--- src/rtl/fifo_stream_reader.sv ---
//------------------------------------------------------------------------------
// Module  : fifo_stream_reader
// Brief   : Drains a synchronous FIFO into a valid/ready stream through a
//           2-entry skid buffer; frames PKT_LEN-word packets and counts words.
//           Optional head-word parity output m_par when FIFO_RD_PARITY_EN is
//           defined.
// Revision: 1.0 - initial release
//------------------------------------------------------------------------------
`default_nettype none

module fifo_stream_reader #(
  parameter int WIDTH     = 8,
  parameter int PKT_LEN   = 4,
  parameter int CNT_WIDTH = 16
) (
  input  logic                 clk,
  input  logic                 rst,
  input  logic                 fifo_empty,
  output logic                 fifo_rd_en,
  input  logic [WIDTH-1:0]     fifo_r_data,
  output logic                 m_valid,
  input  logic                 m_ready,
  output logic [WIDTH-1:0]     m_data,
  output logic                 m_last,
  output logic [CNT_WIDTH-1:0] rd_count
`ifdef FIFO_RD_PARITY_EN
  ,
  output logic                 m_par
`endif
);

  localparam int                 c_PKT_W    = (PKT_LEN > 1) ? $clog2(PKT_LEN) : 1;
  localparam logic [c_PKT_W-1:0] c_LAST_IDX = c_PKT_W'(PKT_LEN - 1);

  typedef enum logic [1:0] {
    EMPTY = 2'd0,
    ONE   = 2'd1,
    TWO   = 2'd2
  } occ_t;

  occ_t                 r_occ;
  occ_t                 w_occ_next;
  logic                 r_inflight;
  logic                 w_pop;
  logic [1:0]           w_fill;
  logic                 w_wr_slot;
  logic [WIDTH-1:0]     r_buf0;
  logic [WIDTH-1:0]     r_buf1;
  logic [c_PKT_W-1:0]   r_pkt_idx;
  logic [CNT_WIDTH-1:0] r_rd_count;

  // w_fill is the occupancy once this cycle's capture and pop have settled;
  // a new read is only allowed if that leaves room for the returning word.
  always_comb begin
    w_pop      = (r_occ != EMPTY) & m_ready;
    w_fill     = 2'(r_occ) + {1'b0, r_inflight} - {1'b0, w_pop};
    fifo_rd_en = !rst & !fifo_empty & (w_fill < 2'd2);
    w_wr_slot  = (r_occ == TWO) | ((r_occ == ONE) & !w_pop);
    case (w_fill)
      2'd0:    w_occ_next = EMPTY;
      2'd1:    w_occ_next = ONE;
      default: w_occ_next = TWO;
    endcase
  end

  always_ff @(posedge clk or posedge rst) begin
    if (rst) begin
      r_occ      <= EMPTY;
      r_inflight <= 1'b0;
    end else begin
      r_occ      <= w_occ_next;
      r_inflight <= fifo_rd_en;
    end
  end

  // A capture into slot 0 deliberately overrides the shift, so a word that
  // arrives while the only buffered word is popped becomes the new head.
  always_ff @(posedge clk or posedge rst) begin
    if (rst) begin
      r_buf0 <= '0;
      r_buf1 <= '0;
    end else begin
      if (w_pop) begin
        r_buf0 <= r_buf1;
      end
      if (r_inflight) begin
        if (w_wr_slot) begin
          r_buf1 <= fifo_r_data;
        end else begin
          r_buf0 <= fifo_r_data;
        end
      end
    end
  end

`ifdef FIFO_RD_PARITY_EN
  logic r_par0;
  logic r_par1;

  always_ff @(posedge clk or posedge rst) begin
    if (rst) begin
      r_par0 <= 1'b0;
      r_par1 <= 1'b0;
    end else begin
      if (w_pop) begin
        r_par0 <= r_par1;
      end
      if (r_inflight) begin
        if (w_wr_slot) begin
          r_par1 <= ^fifo_r_data;
        end else begin
          r_par0 <= ^fifo_r_data;
        end
      end
    end
  end

  assign m_par = r_par0;
`endif

  always_ff @(posedge clk or posedge rst) begin
    if (rst) begin
      r_pkt_idx  <= '0;
      r_rd_count <= '0;
    end else if (w_pop) begin
      r_rd_count <= r_rd_count + CNT_WIDTH'(1);
      if (r_pkt_idx == c_LAST_IDX) begin
        r_pkt_idx <= '0;
      end else begin
        r_pkt_idx <= r_pkt_idx + c_PKT_W'(1);
      end
    end
  end

  assign m_valid  = (r_occ != EMPTY);
  assign m_data   = r_buf0;
  assign m_last   = m_valid & (r_pkt_idx == c_LAST_IDX);
  assign rd_count = r_rd_count;

endmodule

`default_nettype wire

--- config.mk ---
export PLATFORM = sky130hd
export DESIGN_NAME = fifo_stream_reader
export DESIGN_NICKNAME = d
export VERILOG_FILES = /design/src/rtl/fifo_stream_reader.sv
export SDC_FILE = /design/constraint.sdc
export NUM_CORES = 1
export LEC_CHECK = 0
export BUFFER_PORTS_ARGS = -buffer_cell sky130_fd_sc_hd__buf_2
export CAP_MARGIN = 25
export CORE_ASPECT_RATIO = 2
export CORE_MARGIN = 10
export CORE_UTILIZATION = 52
export CTS_CLUSTER_DIAMETER = 40
export CTS_CLUSTER_SIZE = 16
export DETAILED_ROUTE_END_ITERATION = 16
export PLACE_DENSITY = 0.87
export SLEW_MARGIN = 15
export SYNTH_ARGS = -nofsm -noshare
export SYNTH_HDL_FRONTEND = slang
export SYNTH_SLANG_ARGS = --single-unit
--- constraint.sdc ---
create_clock -name clk -period 1.7 [get_ports clk]
set_input_delay 0.17 -clock clk [delete_from_list [all_inputs] [get_ports clk]]
set_output_delay 0.17 -clock clk [all_outputs]
set_load 0.02 [all_outputs]
# == Word-level counts from Yosys, hierarchy flattened ==
# Cells that the tools add are included.
# W data, S select, Z words.
# classes
n_addsub,4
multipliers,0
div_mod_pow,0
order_cmp,1
eq_ne,4
n_shift,0
muxes,5
bitwise_logic,6
reduce_logical,6
# ops
operator,count
$mux W8,3
$add A16 B1 Y16 const B,1
$and A1 B1 Y1,5
$eq A2 B1 Y1 const B,2
$eq A2 B2 Y1 const B,2
$pmux W2 S2,1
$logic_not A1 Y1,3
$add A2 B1 Y2,1
$add A2 B1 Y2 const B,1
$logic_not A2 Y1,1
$lt A2 B2 Y1 const B,1
$mux W2,1
$reduce_and A2 Y1,1
$reduce_bool A2 Y1,1
$sub A2 B1 Y2,1
$or A1 B1 Y1,1
# totals
reg_bits,37
latch_bits,0
ramBits,0
romBits,0
input_bits,12
out_inout_bits,27
word_cells,32
memories,0

# == Longest topological paths before layout ==
# logic_depth
ltp_word,7
depth_mapped,6
depth_no_buf,5

# == Worst setup path before layout ==
# Ideal clock, no wire load.
# synth_path
path_type,register -> register
start,register r_occ[1]
end,register r_inflight
setup_time_ns,0.185
arrival_ns,1.825
required_time_ns,1.515
setup_slack_ns,-0.310
stages_incl_launch_ff,7
n_path_buf,1
period_less_slack_ns,2.010
cell_sequence,dfrtp_1 -> o21a_2 -> buf_2 -> xor2_1 -> ha_1 -> xor2_1 -> nor3_1
# synth_via
elab_chain_len,5
elab_cells_between_ends,6
classes_between,add/sub (2); order compare (1); bitwise (2); reduce/logical (1)
# synth_lines
item,line_no,text
"start, declared",41,occ_t r_occ;
"start signal, assigned",71,r_occ <= w_occ_next;
branches (longest 2 deep; another with $add A2 B1 Y2),--,
$sub A2 B1 Y2 *,56,"w_fill = 2'(r_occ) + {1'b0, r_inflight} - {1'b0, w_pop};"
$lt A2 B2 Y1 *,57,fifo_rd_en = !rst & !fifo_empty & (w_fill < 2'd2);
$and A1 B1 Y1 *,57,
net fifo_rd_en,19,"output logic fifo_rd_en,"
"end signal, assigned",72,r_inflight <= fifo_rd_en;
"end, declared",43,logic r_inflight;
# Mark *: on every way through the listed nets, which the timed path passes.
# A chain may end at the register's enable or synchronous reset.

# == Worst setup path after layout ==
# layout_path
start,register r_occ[0]
end,output port fifo_rd_en
# layout_via
elab_chain_len,5
elab_cells_between_ends,6
classes_between,add/sub (2); order compare (1); bitwise (2); reduce/logical (1)
# layout_lines
item,line_no
branches (longest 2 deep; another with $add A2 B1 Y2),--
$sub A2 B1 Y2 *,56
$lt A2 B2 Y1 *,57
$and A1 B1 Y1 *,57
"end, declared",19
# Every way passes the cells marked *.

==> flow_metrics.tcl <==
set metrics [dict create \
    cell_chain_critical_path "o21a_2 -> xor2_1 -> ha_2 -> xor2_2 -> nor3_4 -> buf_6" \
    io_pins 39 \
    critical_path.slowest_cell "sky130_fd_sc_hd__dfrtp_1" \
    layout-drive-gt1-share_pct 35.86 \
    syn-num-nets 164 \
    drt_iter0_markers 31 \
    place.port_buffers 38 \
    grt_setup_unrepaired "true" \
    die_h_um 99.37 \
    synthesis.area_um2 1638 \
    clock_buffer_depth 2 \
    min_delay_path_class "in2async" \
    gp_congestion 0.7293 \
    dominant_combinational_cell_family_by_area_after_synthesis "simple AND/OR/NAND/NOR gates" \
    synth_warnings 0 \
    floorplan.initialDensity_pct 54.36 \
    p_leak_nw 1.047 \
    violations "setup timing" \
    fillers 256 \
    clock_latency_ns 0.29 \
    coreArea_um2 3013 \
    timing.final.crit_share_pct 114.2 \
    synth_seq_area_share_pct 56.53 \
    synth_simple_gate_area_share_pct 18.72 \
    critPathKind "reg2out" \
    grt_antenna_before_repair 0 \
    postRouteAntennaNets 0 \
    mux_cell_area_share_after_synthesis_pct 6.112 \
    finalHoldViolations 0 \
    p_comb_share_pct 39.7 \
    synth_cell_types 26 \
    dp_hpwl_mm 2.865 \
    postLayoutSetupSlackWorst_ns -0.2406 \
    arrival_ns 1.77 \
    end_kind "output port" \
    cap_violations 0 \
    worst_r2r_endpoint "r_buf1[0]" \
    post_synth_fa_ha_maj_area_fraction_pct 2.292 \
    dominant_delay_contributor_by_cell_family_on_the_critical_path "flip-flops" \
    pre_cts_slack_ns 0.01832 \
    post_synth.cell_area_avg_um2 10.99 \
    critPathMaxStageDelay_ns 0.39 \
    timing_max_transition_violations_final 0 \
    core.rowCount 28 \
    via_count 1276 \
    cell_internal_pwr_w 0.002041 \
    final_wirelength_mm 3.755 \
    cts_hold_buf 0 \
    timing.rr.start "r_occ[1]" \
    worst-path-stages 6 \
    worst-endpoint-required_ns 1.53 \
    clkSinkCount 37 \
    detail_route.vias_per_cell 5.596 \
    layout_common_cells "sky130_fd_sc_hd__buf_2 (37), sky130_fd_sc_hd__dfrtp_1 (37), sky130_fd_sc_hd__nand2_1 (29)" \
    clk_root_buffer_cell "sky130_fd_sc_hd__clkbuf_8" \
    worst_slew_margin_rel_pct 69.56 \
    cts.reportedPaths.clkPinSlew_ns 0.07 \
    ys_ff_latch 37 \
    fin_skew_ns 0.004501 \
    hold_ws_ns 0.007278 \
    run_status "complete, but fails checks" \
    nNetsFinal 212 \
    vdd_drop_max_mv 1.043 \
    r2r_slack_ns 0.12 \
    cp.buffers_inverters 1 \
    detailedRoute.firstPassIterationCount 4 \
    xor_xnor_share_of_the_synthesized_area_pct 9.091 \
    seqPwrFrac_pct 42.7 \
    dieWidth_um 59.69 \
    syn_to_final_growth_pct 22.84 \
    grt_first_pass_wirelength_mm 6.361 \
    overflow 0 \
    synth_compound_gate_area_share_pct 5.118 \
    route.detailed.wl_per_inst_um 16.47 \
    achievable-frequency_mhz 515.3 \
    grt_util_all_layers_pct 13.62 \
    p_total_w 0.003367 \
    power_density_nw_per_um2 1673 \
    worstMarginPinSlew_ns 0.4565 \
    cts_inserted_buffers 5 \
    path_max_fanout 3 \
    clock_power_share_pct 17.7 \
    sw_frac_of_total_pct 39.36 \
    drc 0 \
    finalCriticalPeriod_ns 1.941 \
    synth_cells 149 \
    fp.dieArea_um2 5931 \
    maximum_number_of_pins_on_one_net_before_global_route_repair 38 \
    grt_pass1_vias 1392 \
    timing.critical_path.from_type "flop" \
    diodes 0 \
    netSwitchingPower_w 0.001325 \
    clock_tree.htree_level_count 2 \
    tritoncts "done" \
    setup_violations 1 \
    ff2ff_path_depth 5 \
]
-- synth_stat cells, drive strengths merged --
cell type	number	area, um^2
a21o	1	7.510
a31oi	8	50.05
and2	2	12.51
and3	2	12.51
buf	4	20.02
dfrtp	37	925.9
ha	3	37.54
inv	4	15.01
mux2	8	90.09
mux2i	1	10.01
nand2	29	108.9
nand2b	3	18.77
nand3	3	15.01
nand3b	1	7.510
nand4	5	43.79
nor2	12	45.04
nor2b	1	6.260
nor3	4	30.03
o211ai	1	12.51
o21a	1	8.760
o21ai	1	5.000
or2	1	6.260
xnor2	11	96.34
xor2	6	52.55
-- tightest hold or removal path: cells and delay by family --
kind | cells | cell delay [ns]
buffers and inverters | 3 | 0.56
-- registers in the layout, summed over array words and instances, names as in the netlist --
| register | flops |
|---|---|
| rd_count | 16 |
| r_pkt_idx | 2 |
| m_data | 8 |
| r_buf1 | 8 |
| r_occ | 2 |
| r_inflight | 1 |
-- power groups by stage --
stage	clock network, W	registers, W	logic, W
2_1_floorplan	0	0.00160	0.000701
3_3_place_gp	0	0.00142	0.00124
3_5_place_dp	0	0.00146	0.00131
4_1_cts	0.000605	0.00144	0.00134
5_1_grt	0.000636	0.00149	0.00148
6_report	0.000594	0.00144	0.00134
-- worst max path at each step --
stage	slack (ns)	to	startpoint
after global routing	-0.31	fifo_rd_en	r_occ[1]
after global placement	0.11	fifo_rd_en	r_occ[0]
final	-0.24	fifo_rd_en	r_occ[0]
after detailed placement	0.02	fifo_rd_en	r_occ[0]
after floorplan	0.002	fifo_rd_en	r_occ[1]
after CTS	-0.24	fifo_rd_en	r_occ[1]
-- stage by stage --
step	std cells	instance area, um^2	utilization, %	setup TNS, ns
final	228	2012	66.78	-0.2406
after floorplan	149	1665	-	0
after detailed placement	219	1912	63.46	0
after CTS	228	2008	66.65	-0.2437
after global routing	228	2012	66.78	-0.4232
after global placement	219	1912	63.46	0
-- cells by family after synthesis --
group	after synthesis
simple gates	63
buf+inv	8
xor+xnor	17
compound gates	12
flops	37
fa+ha+maj	3
mux	9
-- per-layer routing --
| metal | global-route usage (%) | up-vias | wire, um |
|---|---|---|---|
| met5 | 0 | - | 0 |
| met2 | 23.65 | 37 | 2065 |
| met1 | 13.28 | 636 | 1267 |
| met4 | 6.597 | 0 | 102 |
| li1 | - | 592 | - |
| met3 | 5.096 | 11 | 319 |
-- area by class of cell --
class,instances,area (um^2),share of cell area [%]
flip-flops and latches,37,925.9,46.02
multi-input cells,104,701.9,34.89
repair buffers,45,249.0,12.38
clock buffers,6,72.57,3.607
well taps,30,37.54,1.866
inverters,4,15.01,0.7463
clock inverters,2,10.01,0.4975
-- timing repair --
action | CTS | global route
gates cloned | 0 | 0
gates resized for setup | 2 | 1
buffers inserted | 1 | 0
endpoints found under the setup margin | 1 | 1
(Power assumes the default switching activity.)
